--- src/rtl/reg8_serial_tx_if.sv ---
// -----------------------------------------------------------------------------
// reg8_serial_tx_if
// Purpose : groups the upstream valid/ready word handshake and the serial-side
//           status/line signals of reg8_serial_tx into one bundle.
// Signals :
//   Tx_Data  [DATA_W] word offered by the upstream register bank
//   Tx_Valid          upstream has a word on Tx_Data
//   Tx_Ready          transmitter can take a word this cycle (IDLE only)
//   Tx_Out            serial line, idles high
//   Tx_Busy           frame in progress
//   Tx_Done           one-cycle pulse in the last clk of the stop bit
// Modports:
//   master - upstream/observer side (drives Tx_Data, Tx_Valid)
//   slave  - transmitter side (drives Tx_Ready, Tx_Out, Tx_Busy, Tx_Done)
// -----------------------------------------------------------------------------
interface reg8_serial_tx_if #(
  parameter int DATA_W = 8
);
  logic [DATA_W-1:0] Tx_Data;
  logic              Tx_Valid;
  logic              Tx_Ready;
  logic              Tx_Out;
  logic              Tx_Busy;
  logic              Tx_Done;

  modport master (
    output Tx_Data, Tx_Valid,
    input  Tx_Ready, Tx_Out, Tx_Busy, Tx_Done
  );

  modport slave (
    input  Tx_Data, Tx_Valid,
    output Tx_Ready, Tx_Out, Tx_Busy, Tx_Done
  );
endinterface

--- src/rtl/reg8_serial_tx.sv ---
// -----------------------------------------------------------------------------
// reg8_serial_tx
// Purpose : parallel-to-serial transmitter. A word accepted over a valid/ready
//           handshake is sent as: start bit (0), DATA_W data bits LSB first,
//           optional even-parity bit, stop bit (1). Each bit is held for
//           CLKS_PER_BIT clk cycles.
// Ports   :
//   clk  - system clock, rising edge
//   res  - asynchronous active-low reset
//   tx   - reg8_serial_tx_if.slave bundle (Tx_Data, Tx_Valid in;
//          Tx_Ready, Tx_Out, Tx_Busy, Tx_Done out)
// Optional feature:
//   `define REG8_SERIAL_TX_PARITY_EN inserts a PARITY state between DATA and
//   STOP carrying the XOR of the latched word. Undefined (default): no parity.
// -----------------------------------------------------------------------------
module reg8_serial_tx #(
  parameter int DATA_W       = 8,
  parameter int CLKS_PER_BIT = 4
) (
  input logic             clk,
  input logic             res,
  reg8_serial_tx_if.slave tx
);

  localparam int BIT_W = $clog2(DATA_W + 1);

  localparam logic [7:0]       BAUD_LAST = 8'(CLKS_PER_BIT - 1);
  // Baud value one cycle before the end of a bit; Tx_Done is loaded here so the
  // registered pulse lands in the final stop-bit cycle.
  localparam logic [7:0]       BAUD_NEAR = 8'(CLKS_PER_BIT - 2);
  localparam logic [BIT_W-1:0] BIT_LAST  = BIT_W'(DATA_W - 1);
  // With one clk per bit the stop bit is its own final cycle, so Tx_Done must
  // be raised on the edge that enters STOP.
  localparam logic             DONE_ON_ENTRY = (CLKS_PER_BIT == 1);

`ifdef REG8_SERIAL_TX_PARITY_EN
  typedef enum logic [2:0] {IDLE, START, DATA, STOP, PARITY} state_t;
`else
  typedef enum logic [1:0] {IDLE, START, DATA, STOP} state_t;
`endif

  state_t            state_q;
  logic [DATA_W-1:0] shift_q;
  logic [DATA_W-1:0] shift_d;
  logic [BIT_W-1:0]  bit_q;
  logic [7:0]        baud_q;
  logic              out_q;
  logic              ready_q;
  logic              busy_q;
  logic              done_q;
`ifdef REG8_SERIAL_TX_PARITY_EN
  logic              parity_q;
`endif

  // Word after the end-of-bit shift; its bit 0 is the next bit on the line.
  always_comb begin
    shift_d = shift_q >> 1;
  end

  always_ff @(posedge clk or negedge res) begin
    if (!res) begin
      state_q  <= IDLE;
      shift_q  <= '0;
      bit_q    <= '0;
      baud_q   <= '0;
      out_q    <= 1'b1;
      ready_q  <= 1'b1;
      busy_q   <= 1'b0;
      done_q   <= 1'b0;
`ifdef REG8_SERIAL_TX_PARITY_EN
      parity_q <= 1'b0;
`endif
    end else begin
      done_q <= 1'b0;
      case (state_q)
        IDLE: begin
          if (tx.Tx_Valid) begin
            shift_q  <= tx.Tx_Data;
            baud_q   <= '0;
            out_q    <= 1'b0;
            ready_q  <= 1'b0;
            busy_q   <= 1'b1;
            state_q  <= START;
`ifdef REG8_SERIAL_TX_PARITY_EN
            parity_q <= ^tx.Tx_Data;
`endif
          end
        end

        START: begin
          if (baud_q == BAUD_LAST) begin
            baud_q  <= '0;
            bit_q   <= '0;
            out_q   <= shift_q[0];
            state_q <= DATA;
          end else begin
            baud_q <= baud_q + 8'd1;
          end
        end

        DATA: begin
          if (baud_q == BAUD_LAST) begin
            baud_q  <= '0;
            shift_q <= shift_d;
            if (bit_q == BIT_LAST) begin
`ifdef REG8_SERIAL_TX_PARITY_EN
              out_q   <= parity_q;
              state_q <= PARITY;
`else
              out_q   <= 1'b1;
              done_q  <= DONE_ON_ENTRY;
              state_q <= STOP;
`endif
            end else begin
              bit_q <= bit_q + BIT_W'(1);
              out_q <= shift_d[0];
            end
          end else begin
            baud_q <= baud_q + 8'd1;
          end
        end

`ifdef REG8_SERIAL_TX_PARITY_EN
        PARITY: begin
          if (baud_q == BAUD_LAST) begin
            baud_q  <= '0;
            out_q   <= 1'b1;
            done_q  <= DONE_ON_ENTRY;
            state_q <= STOP;
          end else begin
            baud_q <= baud_q + 8'd1;
          end
        end
`endif

        STOP: begin
          if (baud_q == BAUD_LAST) begin
            baud_q  <= '0;
            ready_q <= 1'b1;
            busy_q  <= 1'b0;
            state_q <= IDLE;
          end else begin
            baud_q <= baud_q + 8'd1;
            done_q <= (baud_q == BAUD_NEAR);
          end
        end

        default: begin
          state_q <= IDLE;
          out_q   <= 1'b1;
          ready_q <= 1'b1;
          busy_q  <= 1'b0;
        end
      endcase
    end
  end

  assign tx.Tx_Out   = out_q;
  assign tx.Tx_Ready = ready_q;
  assign tx.Tx_Busy  = busy_q;
  assign tx.Tx_Done  = done_q;

endmodule
--- src/flat_wrapper.sv ---
// flat-port wrapper written by rule: the top's interface ports become plain ports
module reg8_serial_tx_flat 
#(
  parameter int DATA_W       = 8,
  parameter int CLKS_PER_BIT = 4
)
  (clk, res, tx_Tx_Data, tx_Tx_Valid, tx_Tx_Ready, tx_Tx_Out, tx_Tx_Busy, tx_Tx_Done);
  reg8_serial_tx_if #(.DATA_W(DATA_W)) tx_i ();
  input logic clk;
  input logic res;
  input wire logic [$bits(tx_i.Tx_Data)-1:0] tx_Tx_Data;
  input wire logic [$bits(tx_i.Tx_Valid)-1:0] tx_Tx_Valid;
  output wire logic [$bits(tx_i.Tx_Ready)-1:0] tx_Tx_Ready;
  output wire logic [$bits(tx_i.Tx_Out)-1:0] tx_Tx_Out;
  output wire logic [$bits(tx_i.Tx_Busy)-1:0] tx_Tx_Busy;
  output wire logic [$bits(tx_i.Tx_Done)-1:0] tx_Tx_Done;
  assign tx_i.Tx_Data = tx_Tx_Data;
  assign tx_i.Tx_Valid = tx_Tx_Valid;
  assign tx_Tx_Ready = tx_i.Tx_Ready;
  assign tx_Tx_Out = tx_i.Tx_Out;
  assign tx_Tx_Busy = tx_i.Tx_Busy;
  assign tx_Tx_Done = tx_i.Tx_Done;
  reg8_serial_tx #(.DATA_W(DATA_W), .CLKS_PER_BIT(CLKS_PER_BIT)) u_core (.clk(clk), .res(res), .tx(tx_i));
endmodule
--- config.mk ---
export PLATFORM = sky130hd
export DESIGN_NAME = reg8_serial_tx_flat
export DESIGN_NICKNAME = d
export VERILOG_FILES = /design/src/rtl/reg8_serial_tx_if.sv /design/src/rtl/reg8_serial_tx.sv /design/src/flat_wrapper.sv
export SDC_FILE = /design/constraint.sdc
export NUM_CORES = 1
export LEC_CHECK = 0
export CAP_MARGIN = 20
export CORE_ASPECT_RATIO = 0.7
export CORE_MARGIN = 1
export CORE_UTILIZATION = 38
export CTS_CLUSTER_SIZE = 24
export DETAILED_ROUTE_END_ITERATION = 6
export SLEW_MARGIN = 20
export SYNTH_ARGS = -nofsm -noshare
export SYNTH_HDL_FRONTEND = slang
export SYNTH_SLANG_ARGS = --single-unit
--- constraint.sdc ---
create_clock -name clk -period 1.9 [get_ports clk]
set_clock_uncertainty 0.15 [all_clocks]
set_input_delay 0.38 -clock clk [delete_from_list [all_inputs] [get_ports clk]]
set_output_delay 0.38 -clock clk [all_outputs]
set_load 0.05 [all_outputs]
Word level (Yosys, flattened, before mapping)
Cells that the tools add are included.

word-level totals
  flip-flop bits (word level) = 26
  input port bits = 11
  logic and storage cells = 61

cells by class
  add/sub/neg operators = 2
  eq/ne operators = 12
  multiplexer cells = 28
  reduce and logical (&&, ||, !) cells = 11

operators with widths
  cell                                                                      count
  8-bit two-way mux                                                         4
  8-bit case mux with 2 select lines                                        2
  8-bit by 2-bit == test with 1-bit output (second input constant)          2
  4-bit two-way mux                                                         3
  2-bit two-way mux                                                         5
  1-bit two-way mux                                                         9
  8-bit by 1-bit adder with 8-bit output (second input constant)            1
  2-bit by 1-bit inequality test with 1-bit output (second input constant)  4
  2-bit case mux with 4 select lines                                        1
  4-bit case mux with 2 select lines                                        1
  4-bit AND reduction                                                       2
  3-bit AND reduction                                                       2
  2-bit nonzero test                                                        3
  5-bit AND reduction                                                       1
  4-bit by 1-bit adder with 4-bit output (second input constant)            1
  2-bit == test (second input constant)                                     2
  4-bit by 3-bit == test with 1-bit output (second input constant)          1
  2-bit inequality test (second input constant)                             2
  1-bit case mux with 2 select lines                                        2
  1-bit case mux with 3 select lines                                        1
  3-bit nonzero test                                                        1
  3-bit OR reduction                                                        1
  2-bit by 1-bit == test with 1-bit output (second input constant)          1
  2-bit zero test                                                           1

Longest topological paths before layout
  word-level depth = 4
  gate-level depth with buffers = 7

Least setup slack after synthesis
No wires, ideal clock.

  path kind = flip-flop to flip-flop
  start point = register u_core.state_q[0]
  end point = register u_core.state_q[1]
  arrival = 1.772 ns
  data required time = 1.625 ns
  path slack = -0.147 ns
  cell stages (with the launch flop) = 7
  buffers on the path = 1
  cells stage by stage = dfrtp_1 -> inv_1 -> ha_1 -> clkbuf_1 -> or3_1 -> a221oi_2 -> mux2_2

between the ends
  word-level cells in the longest chain between the ends = 3
  elaborated cells on any way between the ends = 11
  those cells by class = 8 x eq/ne; 1 x mux; 2 x reduce/logical

RTL lines
  what                                                                                                               line                  RTL
  start: declaration                                                                                                 reg8_serial_tx.sv:42  state_t state_q;
  start signal: assignment                                                                                           reg8_serial_tx.sv:62  state_q <= IDLE;
  start signal: assignment                                                                                           reg8_serial_tx.sv:83  state_q <= START;
  start signal: assignment                                                                                           reg8_serial_tx.sv:95  state_q <= DATA;
  2-bit == test (tied with other cells)                                                                              reg8_serial_tx.sv:75  case (state_q)
  2-bit by 1-bit inequality test with 1-bit output (no source line) / 2-bit inequality test (equally long branches)  -
  5-bit AND reduction (no source line)                                                                               -

Parallel ways exist; a longest one is shown, timed or not.
A chain may end at the register's enable or synchronous reset.

Final worst setup path
  start point = register u_core.state_q[1]
  end point = register u_core.state_q[1]

Same word-level chain as after synthesis.

==> results.md <==
* Met2 WL at 1610 um
* Port buffer count at 14
* Mapped Cells at 139
* Number of vias per cell at 5.38
* # clock sinks at 26
* Chip Height at about 54 um
* Syn avg cell area at 10.5 sq um
* RD Place Congestion at roughly 0.8
* Hold buffers post-CTS at 0
* Vias post-DR at ~1,200
* Post-synth top area share at 0.411
* Final HPWL DP at about 2500 um
* Vias in the first global route at 1,225
* Crit path max-delay family: flip-flops
* Number of synthesized flops with an enable pin at 0
* RSZ-0062 raised after global routing: yes
* Maximum vdd drop at just under 300 uV
* Starting Density at 0.406
* Synth area leader: dfrtp_1
* WL per Instance at between 10 and 15 um
* Ratio of final minimum period to clock period at 0.993
* Outcome: finished clean
* Post-layout net count at 195
* Min Tclk post-route at between 1.5 and 2 ns
* Sequential area share after synthesis at 0.447
* CTS tree: yes
* Die ar. at ~0.0041 sq mm
* Clock network latency to the later pin of the worst-skew pair at between 0.2 and 0.3 ns
* Post-route ant nets at 0
* GRT Util Overall at 0.184
* CP cell instances: inv_2 > ha_2 > or3_4 > a221oi_4 > mux2_4
* CP Capture Type: register
* Distinct cells, synth at 44
* Fmax at approximately 0.53 GHz
* Synth Flop Type: dfrtp_1
* Slew margin rel. at 0.773
* Largest family of logic cells by synthesized area: simple AND/OR/NAND/NOR gates
* Initial antenna violation count at 0
* Largest net degree at the start of global routing at 27
* Clock Tree Root: clkbuf_8
* Synth Area in XOR/XNOR at 0.0360
* Share of cells above drive strength 1 at 0.377
* Hold slack at about 0.32 ns
* Core Rows at 18
* Pwr dens at between 400 and 500 mW/mm^2
* Max-cap violation count at 0
* GRT overflow at 0
* Deepest clock path buffer count at 2
* Post-synth ARST share at 1.00
* Io pins at 15
* LEAKAGE at approximately 0.85 nW
* Num CTS Buffers at 3
* Commonest non-fill, non-tap cell in the layout: dfrtp_1
* Crit-path max cell delay at between 0.4 and 0.5 ns
* H-tree Lvls at 1
* Uppermost layer routed: met4
* Least-Margin Pin Slew at between 0.3 and 0.4 ns
* DR DRC count at 0
* Startpoint Class: register
* Total wire length at 3330 um
* Post-synthesis simple-gate area fraction at 0.223
* Met3 wire length at about 110 um
* Global-route wire length before repair at 5710 um
* WP buf/inv at 1
* Initial DRC Count at between 60 and 70
* Worst Hold Class: in2async
* Top post-synthesis cells by area: dfrtp_1 41%, ha_1 6.8%, o221a_2 6.2%
* N_diodes at 0
* Fill cells at around 310
* Most frequent cells in the layout: 23 x dfrtp_1, 22 x buf_4, 12 x nor2_1
* Slack of the critical path at roughly 0.013 ns
* Drt first pass iters at 4
* CP max-delay cell: dfrtp_1
* Die width at around 76 um
* Flops & latches, synth at 26
* Pre-CTS setup slack at -0.111 ns
* Yosys warning count at 0
* Clock slew at reported path FFs at 0.09 ns
* Final setup violation count at 0
* Layout area overhead at 36.6%
* Mapped cell area at 0.00146 sq mm
* CP arrival at ~1.9 ns
* Post-Syn Nets at ~160
* Core outline area at between 0.003 and 0.004 sq mm
* Post-Synth Adder-Cell Area at 0.0685
* Worst EP required at around 1.9 ns
* Post-synthesis compound-gate area fraction at 0.181
* Worst Path Max Fanout at 4
* Wl on met1 at 1600 um
* Final hold violations at 0
* Final setup TNS at 0 ns
* Mux cell area share after synthesis at 0.0154
* Crit path kind: reg2reg
* Final Slew Violations at 0
[synth_stat cells (all sizes together), types with 2 or more instances]
cell and n:
a31oi 2, dfstp 2, inv 5, nand2b 2, xor2 3, or3 8, nor3 2, xnor2 3
o21a 2, o21ai 7, nor2 12, o221a 8, nand2 7, and3 2, mux2 2, a21oi 6
or4 2, nor3b 2, nand3 4, ha 8, clkbuf 5, dfrtp 24, nand4 6
[cell families after synthesis]
family / after synthesis
buf+inv: 11
mux: 2
fa+ha+maj: 8
flops: 26
simple gates: 52
xor+xnor: 6
compound gates: 34
[metal layers]
layer  up-vias  track usage
met1       594        0.232
met3         2       0.0492
li1        599            -
met2        16        0.333
met4         0       0.0288
met5         -            0
[what timing repair did]
item / CTS / global route
setup buffers: 2 / 0
pin swaps: 2 / 0
resized for setup: 11 / 9
setup endpoints to repair: 8 / 14
gates cloned: 0 / 1
[worst register-to-register path: stages (launching register included)]
cell	delay, ns
dfrtp_1	0.43
inv_2	0.06
ha_2	0.17
or3_4	0.39
a221oi_4	0.26
mux2_4	0.33
[worst paths after layout]
kind                                    startpoint            endpoint  slack (ns)  depth (start not counted)
worst max-delay path             u_core.state_q[1]   u_core.state_q[1]        0.01                          5
worst min-delay path                           res   u_core.tx.Tx_Done        0.32                          2
worst max register to register   u_core.state_q[1]   u_core.state_q[1]        0.01                          5
worst min register to register  u_core.tx.Tx_Ready  u_core.tx.Tx_Ready        0.41                          2
max in group asynchronous                      res    u_core.tx.Tx_Out        0.98                          2
min in group clk                u_core.tx.Tx_Ready  u_core.tx.Tx_Ready        0.41                          2
[state kept, by name, summed over array words and instances, names as in the netlist]
signal and count:
u_core.tx.Tx_Out 1, u_core.shift_q 8, u_core.baud_q 8, u_core.bit_q 4, u_core.state_q 2, u_core.tx.Tx_Done 1
u_core.tx.Tx_Busy 1, u_core.tx.Tx_Ready 1
[layout make-up]
cell class	count	area, sq um	area share
Inverter	5	18.8	0.00940
Multi-Input combinational cell	102	852	0.427
Clock buffer	4	55.1	0.0276
Tap cell	50	62.6	0.0313
Timing Repair Buffer	38	354	0.177
Sequential cell	26	654	0.328
[power by group]
part / total [mW] / switching (mW) / internal, mW
Combinational: 0.0376 / 0.0163 / 0.0214
Sequential: 0.553 / 0 / 0.553
Clock: 0.355 / 0.169 / 0.185
Total: 0.945 / 0.186 / 0.760
[per-stage QoR]
stage	area (sq um)	power [mW]	util	std cells
after global routing	2000	0.986	0.554	225
final	2000	0.945	0.554	225
after floorplan	1480	0.564	-	139
after detailed placement	1820	0.600	0.505	218
after CTS	1950	0.961	0.540	224
after global placement	1820	0.600	0.505	218
(Power assumes the default switching activity.)
